## config.mk

```make
export PLATFORM = sky130hd
export DESIGN_NAME = udl_bounce_cnt
export DESIGN_NICKNAME = d
export VERILOG_FILES = /design/src/rtl/udl_bounce_cnt.sv
export SDC_FILE = /design/constraint.sdc
export NUM_CORES = 1
export LEC_CHECK = 0
export ABC_AREA = 1
export CORE_MARGIN = 2
export CORE_UTILIZATION = 51
export DETAILED_ROUTE_END_ITERATION = 6
export GPL_ROUTABILITY_DRIVEN = 0
export GPL_TIMING_DRIVEN = 0
export PLACE_DENSITY = 0.79
export SKIP_LAST_GASP = 1
export SYNTH_ARGS = -nofsm -noshare
export SYNTH_HDL_FRONTEND = slang
export SYNTH_SLANG_ARGS = --single-unit
```

## constraint.sdc

```tcl
create_clock -name clk -period 1.9 [get_ports clk]
set_input_delay 0.38 -clock clk [delete_from_list [all_inputs] [get_ports clk]]
set_output_delay 0.38 -clock clk [all_outputs]
set_load 0.05 [all_outputs]
```

## src/rtl/udl_bounce_cnt.sv

```systemverilog
// Up/down/loadable counter over the window [MIN_VAL, MAX_VAL] with wrap, saturate,
// bounce (ping-pong) and hold modes, plus a terminal-count flag and effective direction.
module udl_bounce_cnt #(
    parameter int WIDTH   = 4,
    parameter int MIN_VAL = 0,
    parameter int MAX_VAL = 15
) (
    input  logic             clk,
    input  logic             rst,
    input  logic             en,
    input  logic             d_nu,
    input  logic             pl,
    input  logic [WIDTH-1:0] pin,
    input  logic [1:0]       mode,
    output logic [WIDTH-1:0] cnt,
    output logic             dir,
    output logic             tc
);

    generate
        if (WIDTH < 2 || MIN_VAL < 0 || MIN_VAL > MAX_VAL ||
            longint'(MAX_VAL) > ((longint'(1) << WIDTH) - longint'(1))) begin : g_bad_param
            $error("udl_bounce_cnt: need WIDTH>=2 and 0 <= MIN_VAL <= MAX_VAL <= 2^WIDTH-1");
        end
    endgenerate

    typedef enum logic [1:0] {
        MODE_WRAP   = 2'b00,
        MODE_SAT    = 2'b01,
        MODE_BOUNCE = 2'b10,
        MODE_HOLD   = 2'b11
    } mode_e;

    typedef enum logic {
        DIR_UP   = 1'b0,
        DIR_DOWN = 1'b1
    } dir_e;

    localparam logic [WIDTH:0] L_MIN = (WIDTH+1)'(MIN_VAL);
    localparam logic [WIDTH:0] L_MAX = (WIDTH+1)'(MAX_VAL);

    // One guard bit above the bus keeps +/-1 at 0 or 2^WIDTH-1 from aliasing.
    logic [WIDTH:0] r_cnt;
    dir_e           r_dir;

    logic [WIDTH:0] w_cnt_nxt;
    dir_e           w_dir_nxt;
    logic [WIDTH:0] w_pin_x;
    logic [WIDTH:0] w_clamp;
    logic [WIDTH:0] w_inc;
    logic [WIDTH:0] w_dec;
    logic           w_at_max;
    logic           w_at_min;
    mode_e          w_mode;
    logic           w_dir;

    assign w_mode   = mode_e'(mode);
    assign w_pin_x  = {1'b0, pin};
    assign w_clamp  = (w_pin_x < L_MIN) ? L_MIN : ((w_pin_x > L_MAX) ? L_MAX : w_pin_x);
    assign w_inc    = r_cnt + 1'b1;
    assign w_dec    = r_cnt - 1'b1;
    assign w_at_max = (r_cnt == L_MAX);
    assign w_at_min = (r_cnt == L_MIN);

    always_comb begin
        w_cnt_nxt = r_cnt;
        w_dir_nxt = r_dir;
        if (pl) begin
            w_cnt_nxt = w_clamp;
            w_dir_nxt = dir_e'(d_nu);
        end else begin
            // Track the commanded direction so a later switch to bounce starts that way.
            if (w_mode == MODE_WRAP || w_mode == MODE_SAT) begin
                w_dir_nxt = dir_e'(d_nu);
            end
            if (en) begin
                case (w_mode)
                    MODE_WRAP: begin
                        if (!d_nu) w_cnt_nxt = w_at_max ? L_MIN : w_inc;
                        else       w_cnt_nxt = w_at_min ? L_MAX : w_dec;
                    end
                    MODE_SAT: begin
                        if (!d_nu) w_cnt_nxt = w_at_max ? r_cnt : w_inc;
                        else       w_cnt_nxt = w_at_min ? r_cnt : w_dec;
                    end
                    MODE_BOUNCE: begin
                        // A single-value window has nowhere to go; count and direction stay put.
                        if (L_MIN != L_MAX) begin
                            if (r_dir == DIR_UP) begin
                                w_cnt_nxt = w_at_max ? w_dec : w_inc;
                                if (w_at_max) w_dir_nxt = DIR_DOWN;
                            end else begin
                                w_cnt_nxt = w_at_min ? w_inc : w_dec;
                                if (w_at_min) w_dir_nxt = DIR_UP;
                            end
                        end
                    end
                    default: begin
                        w_cnt_nxt = r_cnt;
                    end
                endcase
            end
        end
    end

    always_ff @(posedge clk or negedge rst) begin
        if (!rst) begin
            r_cnt <= L_MIN;
            r_dir <= DIR_UP;
        end else begin
            r_cnt <= w_cnt_nxt;
            r_dir <= w_dir_nxt;
        end
    end

    assign w_dir = (w_mode == MODE_BOUNCE) ? r_dir : d_nu;
    assign cnt   = r_cnt[WIDTH-1:0];
    assign dir   = w_dir;
    assign tc    = en && !pl && (w_mode != MODE_HOLD) &&
                   ((!w_dir && w_at_max) || (w_dir && w_at_min));

endmodule
```

==> run_results.csv, run 1 <==
group,metric,value,unit
outcome,outcome,"complete, but fails checks",
outcome,violations,"setup timing",
drt,firstDrtPassIters,4,
timing,post-route-period-util,106,%
clock_tree,cts_buffers,3,
pwr,powerDensity,685,nW/um^2
floorplan,die_w,45.4,um
drt,drc_errors,0,
run,max-cap-violations,0,
timing,worst_pin_slew,493,ps
global_route,grt_usage,26.7,%
critical_path,crit_required,1520,ps
global_route,overflow,0,
timing,relSlewSlack,67.3,%
hold_path,hold_class,"in2async",
drt,ant_nets,0,
finish,layout_common_cells,"38 x nand2_1, 17 x inv_1, 12 x nand3_1, 11 x nor2_1, 8 x buf_4",
floorplan,die_y,45.4,um
timing,slew_viol_final,0,
floorplan,core_area,1560,um^2
critical_path,worst-endpoint-arrival,1640,ps
drt,routedWlPerCell,13.0,um
drt,vias,992,
global_route,grt_pass1_wl,3950,um
critical_path,critPathLaunchType,"register",
drt,viasPerCell,5.42,
synthesis,synth.net_count,165,
pwr,peakVddDrop,0.518,mV
global_route,grt_max_degree,11,
clock_tree,cts_tree,"done",
synthesis,synth-seq-cells,6,
critical_path,crit_type,"reg2out",
clock_tree,root_buffer,"clkbuf_4",
finish,multi_input_area,699,um^2
clock_tree,clock_latency,250,ps
floorplan,ioPinCount,17,
floorplan,initial_core_util,56.2,%
finish,drive_gt1_share,24.6,%
finish,nets,188,
pwr,p_leak,0.000583,uW
finish,num-fill-cells,143,
critical_path,end_kind,"primary output",
synthesis,synth-seq-area-share,17.1,%
synthesis,synth_cell_types,27,
timing,rsz0062_at_grt,"true",
timing,fmax,495,MHz
timing,period_minus_slack,2020,ps
synthesis,synthTopCellsByArea,"nand2_1 18%, dfrtp_1 17%, ha_1 11%",
placed_design,io_buffers,15,
synthesis,yosys.area.top_type,"nand2_1",
synthesis,synthCells,146,
timing,setup_viol,2,
placed_design,dp_hpwl,1850,um
placed_design,dp_worst_setup_slack,-1110,ps
finish,antenna_cells,0,
floorplan,dieArea,2060,um^2
timing,finClkSkew,1.32,ps
clock_tree,postCtsHoldBufs,0,
critical_path,cp_max_fo,4,
clock_tree,cts.clk_slew.worst_paths,50,ps
floorplan,rows,14,
global_route,grt_pass1_vias,913,
drt,wl,2380,um
clock_tree,ctsLongestPathBuffers,2,
global_route,antenna_found_initial,0,
finish,seqCellArea,151,um^2
synthesis,netlist_area,876,um^2
timing,setup_ws,-121,ps
timing,hold_viol_final,0,
clock_tree,cts.htree.levels,1,
finish,synthToLayoutAreaGrowth,36.4,%
pwr,power,819,uW
synthesis,yosysWarnings,0,
drt,drt_iter0_drc,35,
clock_tree,cts_sinks,6,
finish,final_common_cell,"nand2_1",
synthesis,synth_area_per_cell,6.00,um^2
synthesis,yosys.area.top_type_share,17.6,%
report_power, final:
group | switching [uW] | internal, uW | total, uW
Combinational | 304 | 202 | 507
Clock | 50.5 | 71.7 | 122
Sequential | 40.6 | 150 | 190
Total | 395 | 424 | 819
Yosys cell counts, drive strengths merged:
cell type,instances
a21oi,6
o21ai,11
nand3,12
dfrtp,6
nand2,45
nand4,2
buf,5
a31oi,1
xnor2,1
nor2,16
xor2,3
a211oi,1
inv,22
nor4,1
clkbuf,1
ha,8
clkinv,1
o22ai,2
a21boi,1
a21o,1
final cells by class:
| class | instances | area share, % |
|---|---|---|
| Multi-Input combinational cell | 111 | 58.5 |
| Inverter | 23 | 7.64 |
| Timing Repair Buffer | 19 | 14.1 |
| Clock buffer | 3 | 1.88 |
| Tap cell | 16 | 1.68 |
| Buffer | 5 | 3.46 |
| Sequential cell | 6 | 12.7 |
per-layer routing:
metal  vias to the layer above  GRT usage (%)  wire length [um]
li1                        508              -                 -
met1                       442           34.5              1020
met2                        38           45.4              1170
met3                         4           4.76               160
met4                         0           7.06                34
met5                         -              0                 0
state kept, by name, summed over array words and instances (netlist names):
name   count
r_cnt      5
r_dir      1
through the flow:
stage / instance area, um^2 / instances / hold WS [ps] / utilization, % / setup TNS (ps)
3_3_place_gp: 1110 / 177 / 562 / 71.5 / -2980
3_5_place_dp: 1110 / 177 / 558 / 71.5 / -3320
5_1_grt: 1190 / 183 / 397 / 76.6 / -781
2_1_floorplan: 945 / 146 / 84.4 / - / -222
4_1_cts: 1190 / 183 / 370 / 76.4 / -175
6_report: 1190 / 183 / 365 / 76.6 / -139
worst max-delay path, cell delays in order, from the launching register on:
cell and delay, ps:
dfrtp_1 410, ha_2 210, nand2_2 70, nor2_4 130, ha_4 160, o21ai_2 70
nor4_4 140, buf_6 190
timing repair:
item	in CTS	in global routing
setup endpoints to repair	10	7
pin swaps	5	4
setup buffers	4	0
gates resized for setup	26	7
logic make-up after synthesis:
| logic type | after synthesis | share of synthesized area (%) |
|---|---|---|
| and+or+nand+nor | 76 | 37.4 |
| DFF | 6 | 17.1 |
| buffers and inverters | 29 | 14.3 |
| xor gates and xnor gates | 4 | 4.00 |
| AOI/OAI and AO/OA | 23 | 15.7 |
| adders and majority gates | 8 | 11.4 |
final timing paths:
check / startpoint / endpoint / slack (ps) / depth (start not counted)
worst min register to register: r_cnt[1] / r_cnt[1] / 550 / 2
min in group clk: d_nu / r_dir / 510 / 3
worst min-delay path: rst / r_dir / 370 / 1
worst max-delay path: r_cnt[0] / tc / -120 / 7
worst max register to register: r_cnt[0] / r_cnt[0] / -20 / 12
max in group asynchronous: rst / r_cnt[1] / 1310 / 1
(Power assumes the default switching activity.)
==> run 2: changes to the inputs <==
CORE_MARGIN = unset   (was 2)
==> run 2 against run 1 <==
Effect of this change: the run still ends with setup timing left; sequential share of layout area fell by 0.62 points; routed wire length rose by 0.38%; clock power fell by 9%; die area fell by 8.6%; critical path type unchanged; largest power group unchanged; highest routed layer unchanged.
==> run_results.csv, run 2 (synthesized netlist as in run 1, its figures left out) <==
group,metric,value,unit
finish,fin_util,80.6,%
run,max-cap-violations,0,
critical_path,end_kind,"primary output",
global_route,overflow,0,
outcome,violations,"setup timing",
drt,drc_errors,0,
floorplan,ioPinCount,17,
timing,relSlewSlack,67.2,%
critical_path,slowest_stage,"dfrtp_1",
clock_tree,cts_tree,"done",
timing,finClkSkew,2.60,ps
clock_tree,postCtsHoldBufs,0,
global_route,grt_pass1_vias,872,
critical_path,critical_path.cell_chain,"ha_2 > nand2_2 > nor2_4 > ha_4 > o21ai_2 > nor4_4 > buf_6",
critical_path,crit_family,"flip-flops",
critical_path,path_buf_inv,1,
pwr,power,858,uW
pwr,p_leak,0.000624,uW
finish,antenna_cells,0,
timing,slew_viol_final,0,
timing,fmax,500,MHz
critical_path,crit_type,"reg2out",
timing,period_minus_slack,2000,ps
clock_tree,cts.clk_slew.worst_paths,40,ps
floorplan,core_area,1560,um^2
finish,layout_common_cells,"38 x nand2_1, 16 x inv_1, 14 x buf_4, 12 x nand3_1, 11 x nor2_1",
critical_path,worst-endpoint-arrival,1620,ps
critical_path,cp_max_fo,3,
drt,viasPerCell,5.53,
drt,vias,1050,
finish,nets,195,
finish,synthToLayoutAreaGrowth,43.4,%
timing,fin_tns_setup,-117,ps
floorplan,initial_core_util,56.2,%
outcome,outcome,"complete, but fails checks",
global_route,antenna_found_initial,0,
timing,worst_pin_slew,494,ps
clock_tree,ctsLongestPathBuffers,2,
floorplan,dieArea,1890,um^2
drt,routedWlPerCell,12.6,um
floorplan,die_y,43.4,um
pwr,powerDensity,683,nW/um^2
critical_path,crit_required,1520,ps
finish,largest_register,"r_cnt",
drt,drt_iter0_drc,38,
timing,post-route-period-util,105,%
placed_design,place_inst,177,
finish,fin_cells,190,
drt,ant_nets,0,
placed_design,io_buffers,15,
clock_tree,cts_sinks,6,
global_route,grt_max_degree,11,
timing,rsz0062_at_grt,"true",
pwr,peakVddDrop,0.743,mV
clock_tree,clock_latency,240,ps
placed_design,dp_hpwl,1800,um
floorplan,die_w,43.4,um
finish,reg_top3,"r_cnt x5, r_dir x1",
placed_design,dp_worst_setup_slack,-1110,ps
clock_tree,cts_buffers,3,
critical_path,cp_slowest_stage_delay,380,ps
clock_tree,cts.htree.levels,1,
finish,largest_reg_flops,5,
floorplan,rows,14,
clock_tree,root_buffer,"clkbuf_4",
global_route,grt_pass1_wl,3880,um
drt,firstDrtPassIters,4,
finish,drive_gt1_share,28.2,%
finish,final_common_cell,"nand2_1",
global_route,grt_usage,27.6,%
timing,hold_viol_final,0,
drt,wl,2390,um
critical_path,critPathLaunchType,"register",
timing,setup_ws,-98.6,ps
timing,setup_viol,3,
hold_path,hold_class,"in2async",
[run 2: power breakdown]
group	total [uW]	internal, uW	switching [uW]
Sequential	192	150	41.7
Combinational	556	238	318
Clock	111	71.0	39.6
[run 2: path summary, 6_finish.rpt]
kind	start	endpoint	slack, ps	cells past startpoint
setup / recovery	r_cnt[1]	tc	-100	7
hold / removal	rst	r_cnt[0]	380	1
setup reg to reg	r_cnt[1]	r_cnt[1]	-10	13
hold reg to reg	r_cnt[2]	r_cnt[2]	650	2
max in group asynchronous	rst	r_cnt[2]	1290	1
min in group clk	d_nu	r_dir	540	3
[run 2: repair_timing]
item                                   4_1_cts  5_1_grt
setup endpoints to repair                   11        7
pin swaps                                    5        5
buffers inserted                             4        7
endpoints found under the hold margin        0        0
gates resized for setup                     22       12
[run 2: metal layers]
layer  track usage [%]  vias to the layer above  part of all wire [%]
met2              44.8                       38                    50
met3              5.00                        2                   6.2
met5                 0                        -                     0
met4              5.63                        0                  0.67
li1                  -                      519                     -
met1              38.4                      491                    43
[run 2: final cells by class]
| cell class | count | area [um^2] |
|---|---|---|
| repair buffers | 26 | 225 |
| well taps | 16 | 20.0 |
| multi-input cells | 111 | 704 |
| clock buffers | 3 | 22.5 |
| inverters | 23 | 91.3 |
| flip-flops and latches | 6 | 151 |
| fillers | 130 | 303 |
| plain buffers | 5 | 41.3 |
[run 2: worst reg2reg max path, delay by kind of cell (launching register included)]
family / cells / cell delay (ps)
buffers and inverters: 2 / 280
adder cells (fa/ha/maj): 2 / 360
flip-flops: 1 / 380
AO/OA/AOI/OAI: 1 / 190
AND/OR/NAND/NOR: 8 / 580
[run 2: stage by stage]
stage | hold slack [ps] | cell area [um^2]
after CTS | 375 | 1180
after global routing | 391 | 1260
final | 382 | 1260
after detailed placement | 568 | 1110
after global placement | 564 | 1110
after floorplan | 84.4 | 945
